**src/rtl/aes_round_ctrl.sv**
```systemverilog
// Iterative AES-128 round sequencer.
// Walks the shared round datapath and key expander through rounds 0..NR.
// All outputs are registered Moore decodes of the sequencer state.
module aes_round_ctrl #(
    parameter int unsigned NR = 10
) (
    input  logic       clk,
    input  logic       rst,
    input  logic       in_valid,
    output logic       in_ready,
    output logic       out_valid,
    input  logic       out_ready,
    output logic       load_sel,
    output logic       state_en,
    output logic       key_en,
    output logic       last_round,
    output logic [3:0] round_idx,
    output logic [7:0] rcon,
    output logic       busy
);

    typedef enum logic [2:0] {
        IDLE,
        INIT,
        ROUND,
        FINAL,
        DONE
    } state_t;

    localparam logic [3:0] NR_IDX   = 4'(NR);
    localparam logic [3:0] LAST_MID = 4'(NR - 1);

    state_t     state;
    // Rcon value that the next ROUND/FINAL state will present
    logic [7:0] rc_next;

    function automatic logic [7:0] xtime(input logic [7:0] b);
        return {b[6:0], 1'b0} ^ (b[7] ? 8'h1B : 8'h00);
    endfunction

    // Sequencer state and registered output decodes
    always_ff @(posedge clk) begin
        if (rst) begin
            state      <= IDLE;
            in_ready   <= 1'b1;
            out_valid  <= 1'b0;
            load_sel   <= 1'b0;
            state_en   <= 1'b0;
            key_en     <= 1'b0;
            last_round <= 1'b0;
            busy       <= 1'b0;
            round_idx  <= '0;
            rcon       <= '0;
            rc_next    <= 8'h01;
        end else begin
            case (state)
                IDLE: begin
                    if (in_valid) begin
                        state     <= INIT;
                        in_ready  <= 1'b0;
                        load_sel  <= 1'b1;
                        state_en  <= 1'b1;
                        key_en    <= 1'b1;
                        busy      <= 1'b1;
                        round_idx <= '0;
                        rcon      <= '0;
                        rc_next   <= 8'h01;
                    end
                end
                INIT: begin
                    load_sel <= 1'b0;
                    rcon     <= rc_next;
                    rc_next  <= xtime(rc_next);
                    if (NR > 1) begin
                        state     <= ROUND;
                        round_idx <= 4'd1;
                    end else begin
                        state      <= FINAL;
                        last_round <= 1'b1;
                        round_idx  <= NR_IDX;
                    end
                end
                ROUND: begin
                    rcon      <= rc_next;
                    rc_next   <= xtime(rc_next);
                    round_idx <= round_idx + 4'd1;
                    if (round_idx == LAST_MID) begin
                        state      <= FINAL;
                        last_round <= 1'b1;
                    end
                end
                FINAL: begin
                    state      <= DONE;
                    state_en   <= 1'b0;
                    key_en     <= 1'b0;
                    last_round <= 1'b0;
                    busy       <= 1'b0;
                    out_valid  <= 1'b1;
                    rcon       <= '0;
                end
                DONE: begin
                    if (out_ready) begin
                        state     <= IDLE;
                        out_valid <= 1'b0;
                        in_ready  <= 1'b1;
                        round_idx <= '0;
                    end
                end
                default: begin
                    state      <= IDLE;
                    in_ready   <= 1'b1;
                    out_valid  <= 1'b0;
                    load_sel   <= 1'b0;
                    state_en   <= 1'b0;
                    key_en     <= 1'b0;
                    last_round <= 1'b0;
                    busy       <= 1'b0;
                    round_idx  <= '0;
                    rcon       <= '0;
                    rc_next    <= 8'h01;
                end
            endcase
        end
    end

endmodule

```
**config.mk**
```make
export PLATFORM = sky130hd
export DESIGN_NAME = aes_round_ctrl
export DESIGN_NICKNAME = d
export VERILOG_FILES = /design/src/rtl/aes_round_ctrl.sv
export SDC_FILE = /design/constraint.sdc
export NUM_CORES = 1
export LEC_CHECK = 0
export ABC_AREA = 1
export CAP_MARGIN = 20
export CORE_MARGIN = 10
export CORE_UTILIZATION = 45
export CTS_BUF_LIST = sky130_fd_sc_hd__clkbuf_16
export CTS_CLUSTER_SIZE = 10
export DETAILED_ROUTE_END_ITERATION = 10
export PLACE_DENSITY = 0.72
export SETUP_SLACK_MARGIN = 0.1
export SLEW_MARGIN = 20
export SYNTH_ARGS = -nofsm -noshare
export SYNTH_HDL_FRONTEND = slang
export SYNTH_SLANG_ARGS = --single-unit
```
**constraint.sdc**
```tcl
create_clock -name clk -period 1 [get_ports clk]
set_input_delay 0.25 -clock clk [delete_from_list [all_inputs] [get_ports clk]]
set_output_delay 0.25 -clock clk [all_outputs]
set_load 0.02 [all_outputs]
```
# Word-level counts from Yosys, hierarchy flattened
# Index checks and enable logic that the tools add are counted.
[word_totals]
register_bits = 28
wordCells = 66
[op_classes]
n_reduce_logical = 17
bitwise = 9
add_sub_neg = 1
eq_ne = 8
muxes = 22
[ops]
columns = ["operator", "n"]
rows = [
  ["$pmux W8 S3", 2],
  ["$pmux W4 S5", 1],
  ["$mux W8", 2],
  ["$pmux W3 S5", 1],
  ["$reduce_or A3 Y1", 5],
  ["$reduce_and A2 Y1", 6],
  ["$mux W3", 3],
  ["$reduce_and A3 Y1", 3],
  ["$mux W4", 2],
  ["$not A1 Y1", 8],
  ["$xor A8 B5 Y8", 1],
  ["$eq A3 B2 Y1 const B", 2],
  ["$ne A2 B2 Y1 const B", 3],
  ["$pmux W1 S2", 3],
  ["$pmux W1 S3", 2],
  ["$mux W1", 5],
  ["$mux W5", 1],
  ["$add A4 B1 Y4 const B", 1],
  ["$eq A4 B4 Y1 const B", 1],
  ["$reduce_or A2 Y1", 2],
  ["$eq A3 B1 Y1 const B", 1],
  ["$eq A3 B3 Y1 const B", 1],
  ["$logic_not A3 Y1", 1],
]

# Depth between registers and ports, before layout
# Gate-level depths: netlist of run 1.
[depth]
word_depth = 4
ltp_mapped = 7
ltp_nobuf = 7

# Worst setup path after synthesis of run 1
# Ideal clock, no wire load.
[synth_timing]
kind = "reg-to-reg"
startpoint = "reg round_idx[1]"
endpoint = "reg round_idx[1]"
setup_time_ns = 0.070
period_less_slack_ns = 1.266
t_required_ns = 0.930
t_arrival_ns = 1.196
path_stages_with_launch = 5
path_slack_ns = -0.266
cell_sequence = "dfxtp_1 -> inv_1 -> ha_1 -> or2_2 -> a21oi_1"
[synth_between]
elab_chain_cells = 2
[synth_rtl]
columns = ["element", "line_no", "rtl"]
rows = [
  ["start: declaration", "17", "output logic [3:0] round_idx,"],
  ["start signal: assignment", "86", "round_idx <= round_idx + 4'd1;"],
  ["$add A4 B1 Y4", "86", ""],
  ["$pmux W4 S5", "56", "case (state)"],
]
# Every way passes these cells.
# A chain may end at the register's enable or synchronous reset.

# Final worst setup path of run 1
[layout_timing]
startpoint = "reg state[1]"
endpoint = "reg rc_next[0]"
[layout_between]
elab_chain_cells = 4
word_cells_on_any_way = 11
[layout_rtl]
columns = ["element", "line_no", "rtl"]
rows = [
  ["start: declaration", "33", "state_t state;"],
  ["start signal: assignment", "44", "state <= IDLE;"],
  ["start signal: assignment", "59", "state <= INIT;"],
  ["start signal: assignment", "75", "state <= ROUND;"],
  ["parallel branches: the longest is 4 deep, another holds $pmux W8 S3", "n/a", ""],
  ["end signal: assignment", "73", "rc_next <= xtime(rc_next);"],
  ["end signal: assignment", "85", "rc_next <= xtime(rc_next);"],
  ["end: declaration", "35", "logic [7:0] rc_next;"],
]
# Parallel ways; which one is timed is not known.

==> results of run 1 <==
==> worst max-delay path by stage <==
stage                                      to  slack, ns  depth (start not counted)
floorplan           round_idx[0]$_SDFFE_PP0P_      -0.05                          7
global placement         rcon[7]$_SDFFE_PP0P_      -0.44                          6
detailed placement       rcon[4]$_SDFFE_PP0P_      -0.50                          6
CTS                 round_idx[1]$_SDFFE_PP0P_      -0.15                          6
global route          rc_next[0]$_SDFFE_PP1P_      -0.28                          7
finish                rc_next[0]$_SDFFE_PP1P_      -0.23                          7
==> cell usage in the layout (no fill, tap or decap), types with 3 or more instances in the layout <==
cell	n
sky130_fd_sc_hd__nand3_1	11
sky130_fd_sc_hd__dfxtp_1	8
sky130_fd_sc_hd__buf_4	28
sky130_fd_sc_hd__a21oi_2	14
sky130_fd_sc_hd__nor2_1	6
sky130_fd_sc_hd__nand2_1	36
sky130_fd_sc_hd__a21oi_1	11
sky130_fd_sc_hd__nand3_2	3
sky130_fd_sc_hd__clkbuf_16	4
sky130_fd_sc_hd__inv_2	3
sky130_fd_sc_hd__or2_2	3
sky130_fd_sc_hd__nor2_4	3
sky130_fd_sc_hd__dfxtp_4	5
sky130_fd_sc_hd__dfxtp_2	15
sky130_fd_sc_hd__nand2_2	15
sky130_fd_sc_hd__inv_1	5
sky130_fd_sc_hd__nand2_4	4
sky130_fd_sc_hd__buf_6	24
==> flip-flops by register name, summed over array words and instances (netlist names) <==
| signal | count |
|---|---|
| rc_next | 8 |
| rcon | 8 |
| round_idx | 4 |
| state | 3 |
| busy | 1 |
| in_ready | 1 |
| last_round | 1 |
| load_sel | 1 |
| out_valid | 1 |
==> worst min-delay path, cell delays in order, from the launching register on <==
cell	delay [ns]
sky130_fd_sc_hd__dfxtp_2	0.33
sky130_fd_sc_hd__nand2_1	0.06
sky130_fd_sc_hd__a21oi_1	0.05
==> routing by layer <==
| metal | part of all wire [%] | global-route usage [%] |
|---|---|---|
| met1 | 41 | 14.7 |
| met3 | 5.3 | 4.04 |
| met5 | 0 | 0 |
| met2 | 52 | 22.1 |
| met4 | 1.7 | 4.95 |
==> per-stage QoR <==
| stage | hold WS [ns] | total power, mW |
|---|---|---|
| after floorplan | 0.437 | 1.97 |
| after global placement | 0.449 | 2.36 |
| after detailed placement | 0.454 | 2.39 |
| after CTS | 0.464 | 3.63 |
| after global routing | 0.481 | 3.92 |
| final | 0.465 | 3.76 |
==> final cells by class <==
| class | instances | area [sq um] | share of cell area, % |
|---|---|---|---|
| inverter | 10 | 45.0 | 2.22 |
| sequential | 28 | 598 | 29.4 |
| timing repair buffer | 55 | 509 | 25.1 |
| multi-input combinational | 115 | 742 | 36.5 |
| tap | 30 | 37.5 | 1.85 |
| clock buffer | 4 | 100 | 4.93 |
==> power by group <==
part / switching [mW] / total, mW / internal (mW)
Clock: 0.385 / 1.08 / 0.696
Combinational: 0.748 / 1.32 / 0.575
Sequential: 0.120 / 1.36 / 1.24
==> kinds of logic after synthesis <==
kind of cell | share of synthesized area (%)
DFF | 47.9
AOI/OAI and AO/OA | 11.4
adders and majority gates | 2.14
buffers and inverters | 6.84
and+or+nand+nor | 31.7
==> synth_stat cells, drive strengths merged <==
cell type / instances / area [sq um]
clkbuf: 2 / 7.51
o21ai: 1 / 8.76
or2: 5 / 31.3
buf: 5 / 35.0
ha: 2 / 25.0
inv: 10 / 37.5
nand2: 55 / 209
dfxtp: 28 / 561
nand3: 16 / 85.1
nor2: 10 / 40.0
a21oi: 25 / 125
nor3: 1 / 5.00
==> what timing repair did <==
action	4_1_cts	5_1_grt
resized for setup	157	25
endpoints found under the setup margin	47	47
pin swaps	19	3
endpoints found under the hold margin	0	0
setup buffers	1	3
==> results_dict.tcl, run 1 <==
set metrics [dict create \
    detailedRoute.firstPassIterationCount 4 \
    numPortBuffers 22 \
    maxCapViolCount 0 \
    irDropWorstVdd_uv 1600 \
    worst-path-buf-inv 1 \
    clock_tree.root_cell "sky130_fd_sc_hd__clkbuf_16" \
    crit_fanout 13 \
    drive_gt1_share_pct 61.8 \
    timing_max_transition_violations_final 0 \
    critical_path.top_delay_family "simple AND/OR/NAND/NOR gates" \
    setup.worst_path.end_class "flip-flop" \
    regToRegEndpoint "rc_next[0]$_SDFFE_PP1P_" \
    floorplan.die.width_um 71.0 \
    grt_overflow_total 0 \
    worst_clock_skew_ns 0.00376 \
    hpwlAfterDp_mm 2.28 \
    minimum_setup_slack_among_reg_to_reg_paths_ns -0.23 \
    non_filler_instances 242 \
    seq_cells_post_synth 28 \
    critPathSlowestCell "sky130_fd_sc_hd__dfxtp_4" \
    cellLeakagePower_nw 0.852 \
    antennaDiodeCount 0 \
    cts_max_path_buffers 2 \
    hold-path-endpoint "last_round$_SDFFE_PP0P_" \
    worst_r2r_path_depth 7 \
    critical_path_required_ns 1.14 \
    areaGrowthSynthToFinish_pct 73.7 \
    globalplace.congestion 0.841 \
    synth_cells 160 \
    hold_start "last_round$_SDFFE_PP0P_" \
    syn-num-nets 166 \
    cts_tree "built" \
    final_design_area_no_fill_sq_um 2030 \
    num_rows 18 \
    postRouteAntennaNets 0 \
    timing_worst_slew_pin_value_ns 0.282 \
    antenna_found_initial 0 \
    synth_sequential_area_ratio_pct 47.9 \
    number_of_fill_cells 144 \
    route.vias.total 1261 \
    timing.max_slew.rel_slack_pct 81.1 \
    wirelength_mm 3.64 \
    dp_slack_ns -0.496 \
    synth-warning-count 0 \
    utilization_pct 82.0 \
    ys_types 18 \
    design.portCount 23 \
    start_kind "flip-flop" \
    cts_hold_repair.buffers 0 \
    critPathLaunch "state[1]$_SDFFE_PP0P_" \
    start_util_pct 47.2 \
    first_iter_violations 59 \
    post_synth_instance_area_sq_um 1170 \
    timing.critical_path.cells "inv_2 > nor2_4 > nand2_4 > nand2_4 > nand2_1 > nand3_1 > nand3_1" \
    clk_pin_slew_ns 0.07 \
    design.core.area_sq_um 2480 \
    grt_pass1_wl_mm 5.60 \
    design.die.area_sq_um 5040 \
    avgSynthCellArea_sq_um 7.31 \
    launch_instance_of_the_worst_register_to_register_path "state[1]$_SDFFE_PP0P_" \
    power_per_cell_area_nw_per_um2 1850 \
    rsz0062_at_grt "true" \
    drt-vias-per-instance 5.21 \
    cts_inserted_buffers 3 \
    place_area_sq_um 1680 \
    whs_path_depth 2 \
    layout_setup_ws_ns -0.233 \
    timing.hold.worst.class "flip-flop to flip-flop" \
    timing.final.setup_violations 28 \
    final_net_count 219 \
    clock_insertion_delay_worst_skew_ns 0.26 \
    setup_tns_ns -4.05 \
    period_share_pct 123 \
    groute.usage.overall_pct 12.9 \
    crit_path_max_incr_delay_ns 0.38 \
    grt_max_degree 17 \
    outcome "finished, violations left" \
    detail_route.drc_violations 0 \
    routedWlPerCell_um 15.0 \
    cts.sinks 28 \
    clock_tree.htree_level_count 1 \
    max_freq_mhz 811 \
    fin_crit_ns 1.23 \
    timing_hold_violations_final 0 \
    dpl.cell_count 234 \
    failed_checks "setup timing" \
    chipHeight_um 71.0 \
    grt_pass1_vias 1229 \
    path_class "flip-flop to flip-flop" \
    worst-endpoint-arrival_ns 1.38 \
]
Power figures use the tool's default switching activity.
==> inputs of run 2 (changes only) <==
--- a/config.mk
+++ b/config.mk
@@ -14,6 +14,7 @@
 export DETAILED_ROUTE_END_ITERATION = 10
 export PLACE_DENSITY = 0.72
 export SETUP_SLACK_MARGIN = 0.1
+export SKIP_CTS_REPAIR_TIMING = 1
 export SLEW_MARGIN = 20
 export SYNTH_ARGS = -nofsm -noshare
 export SYNTH_HDL_FRONTEND = slang
==> results_dict.tcl, run 2 (synthesized netlist as in run 1, its figures left out) <==
set metrics [dict create \
    max_freq_mhz 817 \
    seqPwrFrac_pct 35.9 \
    first_iter_violations 116 \
    outcome "finished, violations left" \
    failed_checks "setup timing" \
    drive_gt1_share_pct 62.1 \
    worst_clock_skew_ns 0.00413 \
    number_of_fill_cells 143 \
    clk_pin_slew_ns 0.07 \
    chipHeight_um 71.0 \
    grt_max_degree 17 \
    postRouteAntennaNets 0 \
    areaGrowthSynthToFinish_pct 73.9 \
    fin_crit_ns 1.22 \
    grt_pass1_vias 1141 \
    setup_tns_ns -4.43 \
    most_common_cell_after_layout_fill_and_taps_aside "sky130_fd_sc_hd__nand2_1" \
    irDropWorstVdd_uv 1540 \
    p_switching_mw 1.26 \
    critical_path_required_ns 1.21 \
    floorplan.die.width_um 71.0 \
    worst-endpoint-arrival_ns 1.44 \
    worst_r2r_path_depth 6 \
    clock_tree.root_cell "sky130_fd_sc_hd__clkbuf_16" \
    grt_overflow_total 0 \
    route.vias.total 1272 \
    timing.final.setup_violations 30 \
    timing_worst_slew_pin_value_ns 0.276 \
    design.portCount 23 \
    netSwitchingFraction_pct 33.3 \
    power.internal_mw 2.52 \
    start_kind "flip-flop" \
    final_net_count 221 \
    timing.hold.worst.class "input pin to flip-flop" \
    cts.sinks 28 \
    num_rows 18 \
    rsz0062_at_grt "true" \
    clock_insertion_delay_worst_skew_ns 0.26 \
    hpwlAfterDp_mm 2.28 \
    groute.usage.overall_pct 11.9 \
    detail_route.drc_violations 0 \
    period_share_pct 122 \
    grt_pass1_wl_mm 5.18 \
    layout_setup_ws_ns -0.225 \
    design.core.area_sq_um 2480 \
    clock_tree.htree_level_count 1 \
    cts_max_path_buffers 2 \
    antennaDiodeCount 0 \
    path_class "flip-flop to flip-flop" \
    routedWlPerCell_um 14.8 \
    layout_common_cells "35 x sky130_fd_sc_hd__nand2_1, 34 x sky130_fd_sc_hd__buf_4, 20 x sky130_fd_sc_hd__buf_6" \
    whs_path_depth 3 \
    power_per_cell_area_nw_per_um2 1860 \
    sequential_cell_area_sq_um 593 \
    globalplace.congestion 0.841 \
    combinational_share_of_power_pct 35.3 \
    detailedRoute.firstPassIterationCount 5 \
    cts_tree "built" \
    crit_fanout 6 \
    numPortBuffers 22 \
    cts_inserted_buffers 3 \
    timing_max_transition_violations_final 0 \
    design.die.area_sq_um 5040 \
    antenna_found_initial 0 \
    maxCapViolCount 0 \
    report.power.total_mw 3.77 \
    setup.worst_path.end_class "flip-flop" \
    wirelength_mm 3.62 \
    cellLeakagePower_nw 0.852 \
    timing_hold_violations_final 0 \
    drt-vias-per-instance 5.21 \
    registers_with_the_most_flip_flops "rc_next x8, rcon x8, round_idx x4" \
    start_util_pct 47.2 \
    multiInputGateArea_sq_um 748 \
    timing.max_slew.rel_slack_pct 81.5 \
    clockPowerShare_pct 28.8 \
]
## run 2: worst paths after layout
check                            end                    start  slack [ns]
max            in_ready$_SDFFE_PP1P_    state[0]$_SDFFE_PP0P_       -0.22
min            load_sel$_SDFFE_PP0P_                 in_valid        0.40
max reg2reg    in_ready$_SDFFE_PP1P_    state[0]$_SDFFE_PP0P_       -0.22
min reg2reg  last_round$_SDFFE_PP0P_  last_round$_SDFFE_PP0P_        0.47
## run 2: layout make-up
cell class / instances / area share [%]
Multi-Input combinational cell: 115 / 36.8
Sequential cell: 28 / 29.2
Timing Repair Buffer: 57 / 25.2
Clock buffer: 4 / 4.92
Inverter: 10 / 2.09
Tap cell: 30 / 1.85
## run 2: critical path, stage by stage, from the launching register on
cell and delay, ns:
sky130_fd_sc_hd__dfxtp_4 0.38, sky130_fd_sc_hd__nor2_4 0.24, sky130_fd_sc_hd__nand3_4 0.16, sky130_fd_sc_hd__buf_4 0.16, sky130_fd_sc_hd__nand3_1 0.08, sky130_fd_sc_hd__nand2_1 0.08, sky130_fd_sc_hd__nand2_1 0.06
## run 2: layer usage
metal / track usage (%) / up-vias / wire length [um]
li1: - / 620 / -
met3: 3.77 / 6 / 198
met1: 13.9 / 609 / 1480
met5: 0 / - / 0
met4: 4.30 / 0 / 50
met2: 19.9 / 37 / 1890
## run 2: per-stage QoR
stage	util (%)	std cells	cell area, sq um	hold WS [ns]	setup slack (ns)
after floorplan	-	160	1250	0.437	-0.0490
after global placement	67.8	234	1680	0.449	-0.437
after detailed placement	67.8	234	1680	0.454	-0.496
after CTS	71.8	238	1780	0.463	-0.522
after global routing	82.1	244	2030	0.407	-0.258
final	82.1	244	2030	0.398	-0.225
## run 2: power by group through the flow
stage               registers (mW)  clock network [mW]  logic (mW)
floorplan                     1.42                   0       0.551
global placement              1.33                   0        1.03
detailed placement            1.34                   0        1.05
CTS                           1.31                1.10        1.06
global route                  1.37                1.14        1.41
finish                        1.36                1.09        1.33
